**config.mk**
```make
export PLATFORM = sky130hd
export DESIGN_NAME = reg_write_arbiter
export DESIGN_NICKNAME = d
export VERILOG_FILES = /design/src/rtl/rwa_pkg.sv /design/src/rtl/reg_write_arbiter_rr_arbiter.sv /design/src/rtl/reg_write_arbiter.sv
export SDC_FILE = /design/constraint.sdc
export NUM_CORES = 1
export LEC_CHECK = 0
export CORE_MARGIN = 3
export CORE_UTILIZATION = 42
export CTS_BUF_LIST = sky130_fd_sc_hd__clkbuf_16
export CTS_CLUSTER_SIZE = 30
export DETAILED_ROUTE_END_ITERATION = 16
export GPL_TIMING_DRIVEN = 0
export MAX_ROUTING_LAYER = met4
export PLACE_DENSITY = 0.79
export SYNTH_ARGS = -nofsm -noshare
export SYNTH_HDL_FRONTEND = slang
export SYNTH_HIERARCHICAL = 1
export SYNTH_SLANG_ARGS = --single-unit
```
**constraint.sdc**
```tcl
create_clock -name CLK -period 2.2 [get_ports CLK]
set_input_delay 0.33 -clock CLK [delete_from_list [all_inputs] [get_ports CLK]]
set_output_delay 0.33 -clock CLK [all_outputs]
set_load 0.005 [all_outputs]
```
**src/rtl/rwa_pkg.sv**
```systemverilog
// Shared constants and state encoding for the register write arbiter.
package rwa_pkg;

   localparam int RWA_DATA_W = 8;
   localparam int RWA_ADDR_W = 3;
   localparam int NUM_REGS   = 2 ** RWA_ADDR_W;

   typedef enum logic {
      IDLE  = 1'b0,
      CLEAR = 1'b1
   } rwa_state_e;

endpackage

```
**src/rtl/reg_write_arbiter_rr_arbiter.sv**
```systemverilog
// Masked round-robin pick: lowest request at or above ptr, else lowest overall.
module rr_arbiter
   import rwa_pkg::*;
#(
   parameter int N  = 3,
   parameter int PW = 2
) (
   input  logic [N-1:0]  req,
   input  logic [PW-1:0] ptr,
   output logic [N-1:0]  gnt,
   output logic [PW-1:0] idx,
   output logic          any
);

   logic [N-1:0] mask;
   logic [N-1:0] masked;
   logic [N-1:0] pick;

   always_comb begin
      mask = '0;
      for (int i = 0; i < N; i++) begin
         mask[i] = (PW'(i) >= ptr);
      end
      masked = req & mask;
      pick   = (|masked) ? masked : req;
      // isolate lowest set bit
      gnt    = pick & (~pick + 1'b1);
      idx    = '0;
      for (int i = 0; i < N; i++) begin
         if (gnt[i]) idx = PW'(i);
      end
      any = |req;
   end

endmodule

```
**src/rtl/reg_write_arbiter.sv**
```systemverilog
// Register-file write port arbiter with clear-sweep sequencer.
// Define RWA_FIXED_PRIO_EN for fixed lowest-index-wins priority.
module reg_write_arbiter
   import rwa_pkg::*;
#(
   parameter int NREQ   = 3,
   parameter int DATA_W = RWA_DATA_W,
   parameter int ADDR_W = RWA_ADDR_W
) (
   input  logic                     CLK,
   input  logic                     RESET_N,
   input  logic [NREQ-1:0]          REQ,
   input  logic [NREQ*ADDR_W-1:0]   REQ_ADDR,
   input  logic [NREQ*DATA_W-1:0]   REQ_DATA,
   output logic [NREQ-1:0]          GNT,
   input  logic                     CLR_START,
   output logic                     CLR_BUSY,
   output logic                     CLR_DONE,
   output logic                     WRITE,
   output logic [ADDR_W-1:0]        INADDRESS,
   output logic [DATA_W-1:0]        IN
);

   localparam int PW = (NREQ > 2) ? 2 : 1;
   localparam int CW = ADDR_W + 1;
   localparam logic [CW-1:0] SWEEP_END = CW'(2 ** ADDR_W);

   rwa_state_e state_q, state_d;
   logic [CW-1:0] cnt_q, cnt_d;

   logic [PW-1:0]     ptr;
   logic [NREQ-1:0]   arb_gnt;
   logic [PW-1:0]     arb_idx;
   logic              arb_any;
   logic              arb_en;
   logic              arb_win;

   logic [NREQ-1:0]   gnt_d;
   logic              write_d;
   logic [ADDR_W-1:0] addr_d;
   logic [DATA_W-1:0] in_d;
   logic              busy_d;
   logic              done_d;

   rr_arbiter #(
      .N  (NREQ),
      .PW (PW)
   ) u_rr (
      .req (REQ),
      .ptr (ptr),
      .gnt (arb_gnt),
      .idx (arb_idx),
      .any (arb_any)
   );

   always_comb begin
      state_d = state_q;
      cnt_d   = cnt_q;
      gnt_d   = '0;
      write_d = 1'b0;
      addr_d  = INADDRESS;
      in_d    = IN;
      busy_d  = 1'b0;
      done_d  = 1'b0;
      arb_en  = 1'b0;
      unique case (state_q)
         IDLE: begin
            if (CLR_START) begin
               state_d = CLEAR;
               cnt_d   = CW'(1);
               write_d = 1'b1;
               addr_d  = '0;
               in_d    = '0;
               busy_d  = 1'b1;
            end else begin
               arb_en = 1'b1;
            end
         end
         CLEAR: begin
            if (cnt_q == SWEEP_END) begin
               state_d = IDLE;
               done_d  = 1'b1;
               arb_en  = 1'b1;
            end else begin
               write_d = 1'b1;
               addr_d  = cnt_q[ADDR_W-1:0];
               in_d    = '0;
               busy_d  = 1'b1;
               cnt_d   = cnt_q + 1'b1;
            end
         end
         default: state_d = IDLE;
      endcase
      arb_win = arb_en & arb_any;
      // the done cycle may carry a pending grant's write
      if (arb_win) begin
         gnt_d   = arb_gnt;
         write_d = 1'b1;
         addr_d  = REQ_ADDR[32'(arb_idx)*ADDR_W +: ADDR_W];
         in_d    = REQ_DATA[32'(arb_idx)*DATA_W +: DATA_W];
      end
   end

`ifdef RWA_FIXED_PRIO_EN
   assign ptr = '0;
`else
   logic [PW-1:0] ptr_q;

   always_ff @(posedge CLK or negedge RESET_N) begin
      if (!RESET_N) begin
         ptr_q <= '0;
      end else if (arb_win) begin
         ptr_q <= (arb_idx == PW'(NREQ - 1)) ? '0 : arb_idx + 1'b1;
      end
   end

   assign ptr = ptr_q;
`endif

   always_ff @(posedge CLK or negedge RESET_N) begin
      if (!RESET_N) begin
         state_q   <= IDLE;
         cnt_q     <= '0;
         GNT       <= '0;
         WRITE     <= 1'b0;
         INADDRESS <= '0;
         IN        <= '0;
         CLR_BUSY  <= 1'b0;
         CLR_DONE  <= 1'b0;
      end else begin
         state_q   <= state_d;
         cnt_q     <= cnt_d;
         GNT       <= gnt_d;
         WRITE     <= write_d;
         INADDRESS <= addr_d;
         IN        <= in_d;
         CLR_BUSY  <= busy_d;
         CLR_DONE  <= done_d;
      end
   end

endmodule
```
# Word level (Yosys, flattened, before mapping)
# Index checks and enable logic that the tools add are counted.
dict set report totals {
  n_memories 0
  in_bits 39
  latch_bits 0
  mem_bits_rw 0
  out_inout_bits 17
  word_cells 56
  romBits 0
  register_bits 23
}
dict set report op_classes {
  n_mul 1
  reduce_logical 4
  shifts 2
  eq_ne 6
  n_addsub 3
  order_cmp 3
  n_bitwise 5
  muxes 24
  n_div 0
}
# operator count
set ops {}
lappend ops {{8-bit 2-to-1 mux} 3}
lappend ops {{24-bit by 6-bit indexed part select with 8-bit output} 1}
lappend ops {{8-bit case mux with 2 select lines} 1}
lappend ops {{3-bit 2-to-1 mux} 5}
lappend ops {{9-bit by 5-bit indexed part select with 3-bit output} 1}
lappend ops {{4-bit 2-to-1 mux} 2}
lappend ops {{4-bit case mux with 2 select lines} 1}
lappend ops {{1-bit 2-to-1 mux} 7}
lappend ops {{3-bit bitwise AND} 2}
lappend ops {{3-bit inequality test (second input constant)} 2}
lappend ops {{3-bit case mux with 2 select lines} 1}
lappend ops {{3-bit OR reduction} 2}
lappend ops {{4-bit by 1-bit adder with 4-bit output (second input constant)} 1}
lappend ops {{4-bit equality test (second input constant)} 1}
lappend ops {{1-bit by 2-bit >= comparator with 1-bit output (first input constant)} 2}
lappend ops {{2-bit by 2-bit multiplier with 4-bit output (second input constant)} 1}
lappend ops {{2-bit 2-to-1 mux} 2}
lappend ops {{2-bit inequality test (second input constant)} 2}
lappend ops {{1-bit case mux with 2 select lines} 2}
lappend ops {{2-bit AND reduction} 2}
lappend ops {{3-bit by 1-bit adder with 3-bit output (second input constant)} 1}
lappend ops {{3-bit inverter} 1}
lappend ops {{2-bit by 1-bit adder with 2-bit output (second input constant)} 1}
lappend ops {{2-bit equality test (second input constant)} 1}
lappend ops {{3 further kinds} 3}

# Logic depth before layout (Yosys ltp)
# Gate-level depths: netlist (run 1).
dict set report depth {
  word_depth 12
  mapped_depth 8
  mapped_depth_nobuf 6
}

# Cells and area by module
# The synthesis (run 1) kept the hierarchy.
# module n_inst cells_per_inst seq_area_each_um2 area_per_inst_um2
set by_module_without_submodules {}
lappend by_module_without_submodules {reg_write_arbiter 1 116 575.6 1213.7}
lappend by_module_without_submodules {rr_arbiter 1 14 0.0 91.3}

# Worst setup path after synthesis (run 1)
# No wires, ideal clock.
dict set report synth_path {
  kind {register to register}
  startpoint {reg ptr_q[0], in the netlist ptr[0]}
  endpoint {reg IN[3]}
  setup_time_ns 0.099
  slack_ns 0.271
  period_less_slack_ns 1.929
  t_required_ns 2.101
  stages_incl_launch_ff 9
  arrival_ns 1.830
  n_path_buf 3
  cell_sequence {dfrtp_1 > nor3b_1 > o31a_1 > buf_4 > buf_4 > buf_6 > mux2i_1 > or2_2 > a311oi_1}
}
dict set report synth_via {
  elab_cells_between_ends 13
  classes_between {add/sub: 1; order compare: 3; shift: 1; mux: 4; bitwise: 3; reduce/logical: 1}
}
# item line_no
set synth_lines {}
lappend synth_lines {{from (decl)} reg_write_arbiter.sv:107} ;# logic [PW-1:0] ptr_q;
lappend synth_lines {{from (signal assigned)} reg_write_arbiter.sv:113} ;# ptr_q <= (arb_idx == PW'(NREQ - 1)) ? '0 : arb_idx + 1'b1;
lappend synth_lines {{1-bit by 2-bit >= comparator with 1-bit output / 2-bit >= comparator (equally long branches)} reg_write_arbiter_rr_arbiter.sv:22} ;# mask[i] = (PW'(i) >= ptr);
lappend synth_lines {{3-bit bitwise AND *} reg_write_arbiter_rr_arbiter.sv:24} ;# masked = req & mask;
lappend synth_lines {{3-bit OR reduction} reg_write_arbiter_rr_arbiter.sv:25} ;# pick = (|masked) ? masked : req;
lappend synth_lines {{3-bit 2-to-1 mux *} reg_write_arbiter_rr_arbiter.sv:25}
lappend synth_lines {{3-bit inverter} reg_write_arbiter_rr_arbiter.sv:27} ;# gnt = pick & (~pick + 1'b1);
lappend synth_lines {{3-bit by 1-bit adder with 3-bit output} reg_write_arbiter_rr_arbiter.sv:27}
lappend synth_lines {{3-bit bitwise AND *} reg_write_arbiter_rr_arbiter.sv:27}
lappend synth_lines {{net arb_gnt[2]} reg_write_arbiter.sv:32} ;# logic [NREQ-1:0] arb_gnt;
lappend synth_lines {{2-bit 2-to-1 mux *} reg_write_arbiter_rr_arbiter.sv:30} ;# if (gnt[i]) idx = PW'(i);
lappend synth_lines {{net arb_idx[1]} reg_write_arbiter.sv:33} ;# logic [PW-1:0] arb_idx;
lappend synth_lines {{24-bit by 6-bit indexed part select with 8-bit output *} reg_write_arbiter.sv:100} ;# in_d = REQ_DATA[32'(arb_idx)*DATA_W +: DATA_W];
lappend synth_lines {{8-bit 2-to-1 mux *} reg_write_arbiter.sv:96} ;# if (arb_win) begin
lappend synth_lines {{to (signal assigned)} reg_write_arbiter.sv:136} ;# IN <= in_d;
lappend synth_lines {{to (decl)} reg_write_arbiter.sv:21} ;# output logic [DATA_W-1:0] IN
# Mark *: on every way through the listed nets, which the timed path passes. The rest lies on a longest branch.
# A chain may end at the register's enable or synchronous reset.

# Worst setup path in the final report (run 1)
dict set report layout_path {
  startpoint {in REQ[2]}
  endpoint {reg IN[2]}
}
dict set report layout_via {
  elab_chain_len 10
  elab_cells_between_ends 15
  classes_between {add/sub: 1; eq/ne: 2; shift: 1; mux: 4; bitwise: 4; reduce/logical: 3}
}
# item line_no
set layout_lines {}
lappend layout_lines {{from (decl)} reg_write_arbiter.sv:12} ;# input logic [NREQ-1:0] REQ,
lappend layout_lines {{3-bit bitwise AND *} reg_write_arbiter_rr_arbiter.sv:24}
lappend layout_lines {{3-bit OR reduction *} reg_write_arbiter_rr_arbiter.sv:25}
lappend layout_lines {{3-bit 2-to-1 mux *} reg_write_arbiter_rr_arbiter.sv:25}
lappend layout_lines {{3-bit inverter} reg_write_arbiter_rr_arbiter.sv:27}
lappend layout_lines {{3-bit by 1-bit adder with 3-bit output} reg_write_arbiter_rr_arbiter.sv:27}
lappend layout_lines {{3-bit bitwise AND *} reg_write_arbiter_rr_arbiter.sv:27}
lappend layout_lines {{net arb_gnt[1]} reg_write_arbiter.sv:32}
lappend layout_lines {{1-bit 2-to-1 mux *} reg_write_arbiter_rr_arbiter.sv:30}
lappend layout_lines {{2-bit 2-to-1 mux *} reg_write_arbiter_rr_arbiter.sv:30}
lappend layout_lines {{net arb_idx[0]} reg_write_arbiter.sv:33}
lappend layout_lines {{24-bit by 6-bit indexed part select with 8-bit output *} reg_write_arbiter.sv:100}
lappend layout_lines {{8-bit 2-to-1 mux *} reg_write_arbiter.sv:96}
# Marks and branches as above.

==> run_summary.xml, run 1 <==
<?xml version="1.0" encoding="UTF-8"?>
<metrics>
  <group name="layout">
    <metric name="final_util" unit="%">69.9</metric>
    <metric name="share_of_final_layout_standard_cells_stronger_than_drive_strength_1" unit="%">14.8</metric>
    <metric name="layout_common_cells" unit="">53 x clkdlybuf4s50_1, 22 x dfrtp_1, 12 x nor2_1</metric>
    <metric name="commonest_non_fill_non_tap_cell_in_the_layout" unit="">clkdlybuf4s50_1</metric>
    <metric name="synthToLayoutAreaGrowth" unit="%">52.8</metric>
    <metric name="final.fill_count" unit="">216</metric>
    <metric name="num-nets-final" unit="">231</metric>
    <metric name="diodes" unit="">0</metric>
  </group>
  <group name="synth">
    <metric name="synth.area.mux_share" unit="%">10.2</metric>
    <metric name="synth_top_family_by_area" unit="">simple AND/OR/NAND/NOR gates</metric>
    <metric name="synth-edff-count" unit="">0</metric>
    <metric name="synthesized_nets" unit="">171</metric>
    <metric name="synth_xor_area_share" unit="%">0.671</metric>
    <metric name="yosys.area_share.adder" unit="%">1.92</metric>
    <metric name="yosys.area_share.simple" unit="%">20.3</metric>
    <metric name="leading_register_cell_type_out_of_synthesis" unit="">dfrtp_1</metric>
    <metric name="ys_async_sr_fraction" unit="%">100</metric>
    <metric name="yosysWarningCount" unit="">6</metric>
    <metric name="yosys.cell_types.count" unit="">40</metric>
    <metric name="cell_area_after_synthesis" unit="um^2">1310</metric>
    <metric name="synthesis.area_per_instance" unit="um^2">10.0</metric>
    <metric name="synth_compound_area_share" unit="%">16.1</metric>
    <metric name="synth-seq-cells" unit="">23</metric>
    <metric name="synthCells" unit="">130</metric>
    <metric name="synth_sequential_area_ratio" unit="%">44.1</metric>
  </group>
  <group name="setup_path">
    <metric name="cp_cell_sequence" unit="">clkdlybuf4s50_1, a21oi_1, o211a_1, buf_4, clkbuf_1, or2_2, a311oi_1</metric>
    <metric name="timing.critical_path.fanout_max" unit="">10</metric>
    <metric name="required" unit="ns">2.35</metric>
    <metric name="cp.arrival" unit="ns">2.22</metric>
    <metric name="crit_path_end_kind" unit="">flip-flop</metric>
    <metric name="timing.critical_path.buf_inv" unit="">3</metric>
    <metric name="critical_path.startpoint_type" unit="">input port</metric>
    <metric name="critical_path_class" unit="">in -&gt; reg</metric>
    <metric name="critPathSlowestCell" unit="">clkdlybuf4s50_1</metric>
    <metric name="timing.rr.start" unit="">ptr[0]</metric>
    <metric name="crit_path_start" unit="">REQ[2]</metric>
    <metric name="cp_max_stage_delay" unit="ns">0.56</metric>
    <metric name="cell_family_with_most_cp_delay" unit="">buffers and inverters</metric>
  </group>
  <group name="drt">
    <metric name="number_of_remaining_drc_errors" unit="">0</metric>
    <metric name="via_count" unit="">1208</metric>
    <metric name="first_iter_violations" unit="">47</metric>
    <metric name="routed_wire_length_per_instance" unit="um">15.3</metric>
    <metric name="drtAntennaViolNets" unit="">0</metric>
    <metric name="count_of_tritonroute_iterations_in_the_first_routing_pass" unit="">4</metric>
    <metric name="avgViaCountPerCell" unit="">5.49</metric>
    <metric name="detail_route.wirelength" unit="um">3380</metric>
  </group>
  <group name="global_routing">
    <metric name="global_route.overflow_total" unit="">0</metric>
    <metric name="grt_pass1_vias" unit="">1266</metric>
    <metric name="groute.usage.overall" unit="%">21.1</metric>
    <metric name="number_of_antenna_violations_at_the_first_check_in_global_routing" unit="">0</metric>
    <metric name="global_route.usage.met3" unit="%">4.34</metric>
    <metric name="grt_max_degree" unit="">24</metric>
    <metric name="use_met1" unit="%">25.3</metric>
    <metric name="busiest_layer" unit="">met2</metric>
    <metric name="grt_first_pass_wirelength" unit="um">5730</metric>
    <metric name="grt_use_met2" unit="%">35.4</metric>
  </group>
  <group name="timing">
    <metric name="layout_worst_path_cycle_share" unit="%">93.9</metric>
    <metric name="fin_skew" unit="ns">0.000846</metric>
    <metric name="setup_slack" unit="ns">0.135</metric>
    <metric name="grt_setup_unrepaired" unit="">no</metric>
    <metric name="finalSetupViolations" unit="">0</metric>
    <metric name="timing.fmax" unit="GHz">0.484</metric>
    <metric name="tightest_slew" unit="ns">1.00</metric>
    <metric name="hold_viol" unit="">0</metric>
    <metric name="slew_viol_final" unit="">0</metric>
    <metric name="timing.final.crit_period" unit="ns">2.07</metric>
    <metric name="relative_slew_margins" unit="%">33.1</metric>
  </group>
  <group name="power_and_ir_drop">
    <metric name="clock_power_share" unit="%">19.6</metric>
    <metric name="power.density_cell_area" unit="nW/um^2">1010</metric>
    <metric name="p_int" unit="mW">1.35</metric>
    <metric name="sequentialPowerShare" unit="%">35.0</metric>
    <metric name="p_sw" unit="mW">0.661</metric>
    <metric name="sw_frac_of_total" unit="%">32.9</metric>
    <metric name="cellLeakagePower" unit="nW">0.867</metric>
    <metric name="vdd_drop_max" unit="uV">470</metric>
    <metric name="totalPowerFinal" unit="mW">2.01</metric>
    <metric name="p_comb_share" unit="%">45.4</metric>
  </group>
  <group name="floorplanning">
    <metric name="floorplan.core_area" unit="um^2">2850</metric>
    <metric name="io_pins" unit="">56</metric>
    <metric name="starting_density_of_the_core" unit="%">45.7</metric>
    <metric name="die_width" unit="um">61.7</metric>
    <metric name="die_h" unit="um">61.7</metric>
    <metric name="fp.dieArea" unit="um^2">3810</metric>
    <metric name="row_count" unit="">19</metric>
  </group>
  <group name="place">
    <metric name="port_buffers" unit="">55</metric>
    <metric name="post-place-ws" unit="ns">-0.396</metric>
    <metric name="routabilityCongestion" unit="">0.749</metric>
    <metric name="dp.final_hpwl" unit="um">2490</metric>
  </group>
  <group name="clock_network">
    <metric name="clockBufferDepth" unit="">2</metric>
    <metric name="cts_sinks" unit="">23</metric>
    <metric name="post_cts_buffers" unit="">0</metric>
    <metric name="numCtsBuffers" unit="">3</metric>
    <metric name="cts_root_buffer" unit="">clkbuf_16</metric>
    <metric name="cts-htree-levels" unit="">1</metric>
    <metric name="cts.reportedPaths.clkPinSlew" unit="ns">0.06</metric>
    <metric name="cts_tree" unit="">built</metric>
    <metric name="clk-insertion-delay-late" unit="ns">0.25</metric>
  </group>
  <group name="min_path">
    <metric name="min-delay-path-class" unit="">reg -&gt; reg</metric>
    <metric name="min_from" unit="">IN[1]</metric>
  </group>
  <group name="flow_run">
    <metric name="cap_viol_max_count" unit="">0</metric>
  </group>
  <group name="run_status">
    <metric name="status" unit="">completed</metric>
  </group>
</metrics>
[final cells by class]
class | instances | area [um^2] | area share, %
clock buffers | 3 | 75.1 | 3.76
flip-flops and latches | 23 | 577 | 28.9
inverters | 5 | 18.8 | 0.941
plain buffers | 11 | 70.1 | 3.51
clock inverters | 1 | 5.00 | 0.251
multi-input cells | 91 | 654 | 32.8
well taps | 31 | 38.8 | 1.94
repair buffers | 55 | 556 | 27.9
[routing by layer]
layer | vias to the layer above | wire length [um]
met5 | - | 0
met4 | 0 | 41
met3 | 5 | 236
met2 | 52 | 1660
met1 | 572 | 1440
li1 | 579 | -
[per-stage QoR]
step           hold WS [ns]  cell area, um^2  std cells  setup TNS [ns]
2_1_floorplan        0.0344             1310        130               0
3_3_place_gp          0.534             1890        216           -2.74
3_5_place_dp          0.543             1890        216           -3.44
4_1_cts               0.553             1980        220               0
5_1_grt               0.571             1990        220               0
6_report              0.558             1990        220               0
[state kept, by name, summed over array words and instances (netlist names)]
signal,flops
cnt_q,4
CLR_DONE,1
state_q,1
WRITE,1
INADDRESS,3
GNT,3
IN,8
ptr,2
[kinds of logic after synthesis]
group / after synthesis
fa+ha+maj: 2
simple gates: 50
compound gates: 25
mux: 13
buf+inv: 16
xor+xnor: 1
flops: 23
[synth_stat cells, types with 2 or more instances]
master / n / area, um^2
dfrtp_1: 23 / 576
nor2_1: 12 / 45.0
mux2i_1: 11 / 110
nand2_1: 10 / 37.5
or2_2: 10 / 62.6
a311oi_1: 8 / 70.1
clkbuf_1: 4 / 15.0
inv_1: 4 / 15.0
and3_1: 3 / 18.8
buf_4: 3 / 22.5
nand2b_1: 3 / 18.8
nand3b_1: 3 / 22.5
o211ai_1: 3 / 22.5
a32o_1: 2 / 20.0
and2_1: 2 / 12.5
buf_6: 2 / 22.5
ha_1: 2 / 25.0
mux2_2: 2 / 22.5
nor2b_1: 2 / 12.5
[worst min-delay path, stage by stage, from the launching register on]
cell      delay (ns)
dfrtp_1         0.38
nor2_1          0.09
a311oi_1        0.05
[power groups by stage]
stage / clock, mW / sequential, mW / combinational [mW]
2_1_floorplan: 0 / 0.681 / 0.537
3_3_place_gp: 0 / 0.694 / 0.868
3_5_place_dp: 0 / 0.701 / 0.893
4_1_cts: 0.392 / 0.699 / 0.912
5_1_grt: 0.407 / 0.726 / 1.01
6_report: 0.393 / 0.704 / 0.912
[final timing paths]
check	end	slack, ns	cells past startpoint
setup / recovery	IN[2]	0.13	7
hold / removal	IN[1]	0.56	2
setup reg to reg	IN[6]	0.14	8
hold reg to reg	IN[1]	0.56	2
max in group asynchronous	ptr[0]	0.90	1
min in group asynchronous	cnt_q[2]	0.62	1
[what timing repair did]
item	in CTS	in global routing
endpoints found under the setup margin	9	9
hold buffers	0	0
gates resized for setup	1	5
Power figures use the tool's default switching activity.
==> inputs of run 2 (changes only) <==
--- a/config.mk
+++ b/config.mk
@@ -6,13 +6,13 @@
 export NUM_CORES = 1
 export LEC_CHECK = 0
 export CORE_MARGIN = 3
-export CORE_UTILIZATION = 42
+export CORE_UTILIZATION = 40
 export CTS_BUF_LIST = sky130_fd_sc_hd__clkbuf_16
 export CTS_CLUSTER_SIZE = 30
 export DETAILED_ROUTE_END_ITERATION = 16
 export GPL_TIMING_DRIVEN = 0
 export MAX_ROUTING_LAYER = met4
-export PLACE_DENSITY = 0.79
+export PLACE_DENSITY = 0.75
 export SYNTH_ARGS = -nofsm -noshare
 export SYNTH_HDL_FRONTEND = slang
 export SYNTH_HIERARCHICAL = 1
==> run 2 against run 1 <==
Die area increased by 4.5%. Largest cell class unchanged. Clock skew increased by 0.0013 ns. Clock-buffer cell count did not move.
==> run_summary.xml, run 2 (synthesis gave the netlist of run 1 again) <==
<?xml version="1.0" encoding="UTF-8"?>
<metrics>
  <group name="global_routing">
    <metric name="number_of_antenna_violations_at_the_first_check_in_global_routing" unit="">0</metric>
    <metric name="groute.usage.overall" unit="%">17.8</metric>
    <metric name="grt_pass1_vias" unit="">1204</metric>
    <metric name="grt_first_pass_wirelength" unit="um">5440</metric>
    <metric name="global_route.overflow_total" unit="">0</metric>
    <metric name="grt_max_degree" unit="">24</metric>
  </group>
  <group name="clock_network">
    <metric name="clockBufferDepth" unit="">2</metric>
    <metric name="clk-insertion-delay-late" unit="ns">0.25</metric>
    <metric name="post_cts_hold_buffer_count" unit="">0</metric>
    <metric name="post_cts_buffers" unit="">0</metric>
    <metric name="cts_root_buffer" unit="">clkbuf_16</metric>
    <metric name="cts.reportedPaths.clkPinSlew" unit="ns">0.06</metric>
    <metric name="cts-htree-levels" unit="">1</metric>
    <metric name="cts_sinks" unit="">23</metric>
    <metric name="cts_tree" unit="">built</metric>
    <metric name="numCtsBuffers" unit="">3</metric>
  </group>
  <group name="timing">
    <metric name="timing.fmax" unit="GHz">0.479</metric>
    <metric name="setup_slack" unit="ns">0.114</metric>
    <metric name="finalSetupViolations" unit="">0</metric>
    <metric name="timing.final.crit_period" unit="ns">2.09</metric>
    <metric name="hold_viol" unit="">0</metric>
    <metric name="relative_slew_margins" unit="%">33.2</metric>
    <metric name="hold-worst-slack" unit="ns">0.558</metric>
    <metric name="fin_tns_setup" unit="ns">0</metric>
    <metric name="layout_worst_path_cycle_share" unit="%">94.8</metric>
    <metric name="grt_setup_unrepaired" unit="">no</metric>
    <metric name="fin_skew" unit="ns">0.00213</metric>
    <metric name="tightest_slew" unit="ns">0.999</metric>
    <metric name="slew_viol_final" unit="">0</metric>
  </group>
  <group name="floorplanning">
    <metric name="die_h" unit="um">63.1</metric>
    <metric name="row_count" unit="">20</metric>
    <metric name="floorplan.core_area" unit="um^2">3080</metric>
    <metric name="io_pins" unit="">56</metric>
    <metric name="fp.dieArea" unit="um^2">3980</metric>
    <metric name="die_width" unit="um">63.1</metric>
    <metric name="starting_density_of_the_core" unit="%">42.4</metric>
  </group>
  <group name="drt">
    <metric name="avgViaCountPerCell" unit="">5.12</metric>
    <metric name="drtAntennaViolNets" unit="">0</metric>
    <metric name="via_count" unit="">1192</metric>
    <metric name="number_of_remaining_drc_errors" unit="">0</metric>
    <metric name="detail_route.wirelength" unit="um">3280</metric>
    <metric name="count_of_tritonroute_iterations_in_the_first_routing_pass" unit="">4</metric>
    <metric name="routed_wire_length_per_instance" unit="um">14.1</metric>
    <metric name="first_iter_violations" unit="">27</metric>
  </group>
  <group name="layout">
    <metric name="biggestRegsByFlops" unit="">IN x8, cnt_q x4</metric>
    <metric name="fin_area" unit="um^2">2010</metric>
    <metric name="layout_common_cells" unit="">54 x clkdlybuf4s50_1, 23 x dfrtp_1, 12 x nor2_1</metric>
    <metric name="share_of_final_layout_standard_cells_stronger_than_drive_strength_1" unit="%">13.8</metric>
    <metric name="final_cells" unit="">233</metric>
    <metric name="synthToLayoutAreaGrowth" unit="%">53.7</metric>
    <metric name="final.fill_count" unit="">268</metric>
    <metric name="largest_register_ff_count" unit="">8</metric>
    <metric name="registers.top_by_ff_count" unit="">IN</metric>
    <metric name="num-nets-final" unit="">231</metric>
    <metric name="final_util" unit="%">65.2</metric>
    <metric name="diodes" unit="">0</metric>
    <metric name="commonest_non_fill_non_tap_cell_in_the_layout" unit="">clkdlybuf4s50_1</metric>
  </group>
  <group name="place">
    <metric name="port_buffers" unit="">55</metric>
    <metric name="routabilityCongestion" unit="">0.759</metric>
    <metric name="post-place-ws" unit="ns">-0.344</metric>
    <metric name="placement.cell_area" unit="um^2">1910</metric>
    <metric name="dp.final_hpwl" unit="um">2500</metric>
    <metric name="placedCellCount" unit="">229</metric>
  </group>
  <group name="power_and_ir_drop">
    <metric name="cellLeakagePower" unit="nW">0.860</metric>
    <metric name="power.density_cell_area" unit="nW/um^2">993</metric>
    <metric name="totalPowerFinal" unit="mW">1.99</metric>
    <metric name="vdd_drop_max" unit="uV">383</metric>
  </group>
  <group name="setup_path">
    <metric name="timing.critical_path.fanout_max" unit="">10</metric>
    <metric name="cp.arrival" unit="ns">2.24</metric>
    <metric name="required" unit="ns">2.36</metric>
    <metric name="cp_cell_sequence" unit="">clkdlybuf4s50_1, nor2_1, o31a_1, buf_4, buf_4, buf_6, mux2i_1, or2_2, a311oi_1</metric>
    <metric name="critical_path.startpoint_type" unit="">input port</metric>
    <metric name="critical_path_class" unit="">in -&gt; reg</metric>
    <metric name="critPathSlowestCell" unit="">clkdlybuf4s50_1</metric>
    <metric name="cp_max_stage_delay" unit="ns">0.53</metric>
    <metric name="crit_path_end_kind" unit="">flip-flop</metric>
    <metric name="crit_top_cell" unit="">buf_4</metric>
    <metric name="cell_family_with_most_cp_delay" unit="">buffers and inverters</metric>
    <metric name="timing.critical_path.buf_inv" unit="">4</metric>
  </group>
  <group name="min_path">
    <metric name="min-delay-path-class" unit="">reg -&gt; reg</metric>
  </group>
  <group name="flow_run">
    <metric name="cap_viol_max_count" unit="">0</metric>
  </group>
  <group name="run_status">
    <metric name="status" unit="">completed</metric>
  </group>
</metrics>
[run 2: path summary, 6_finish.rpt]
path	start	end	slack, ns	cells past startpoint
min	IN[1]	IN[1]	0.56	2
max	REQ[0]	IN[3]	0.11	9
max in group asynchronous	RESET_N	GNT[0]	0.97	1
min reg2reg	IN[1]	IN[1]	0.56	2
min in group asynchronous	RESET_N	IN[4]	0.62	1
max reg2reg	ptr[0]	IN[3]	0.13	8
[run 2: timing repair]
action,4_1_cts,5_1_grt
resized for setup,1,3
endpoints found under the hold margin,0,0
gates cloned,0,0
setup endpoints to repair,9,8
[run 2: layout make-up]
| type | count | area [um^2] | area share (%) |
|---|---|---|---|
| sequential | 23 | 576 | 28.7 |
| inverter | 5 | 18.8 | 0.936 |
| timing repair buffer | 55 | 553 | 27.6 |
| multi-input combinational | 91 | 654 | 32.6 |
| tap | 44 | 55.1 | 2.74 |
| buffer | 11 | 70.1 | 3.49 |
| clock inverter | 1 | 3.75 | 0.187 |
| clock buffer | 3 | 75.1 | 3.74 |
[run 2: tightest hold or removal path, cell delays in order, from the launching register on]
cell and delay (ns):
dfrtp_1 0.37, nor2_1 0.09, a311oi_1 0.06
[run 2: layer usage]
layer	vias to the layer above	GRT usage [%]	part of all wire (%)
met3	5	3.03	5.8
li1	585	-	-
met1	554	20.9	44
met2	48	31.0	49
met4	0	5.79	1.3
met5	-	-	0
[run 2: where the power goes]
part / internal (mW) / total (mW) / switching [mW]
clock: 0.243 / 0.389 / 0.146
combinational: 0.534 / 0.902 / 0.368
sequential: 0.567 / 0.702 / 0.134
total: 1.34 / 1.99 / 0.649
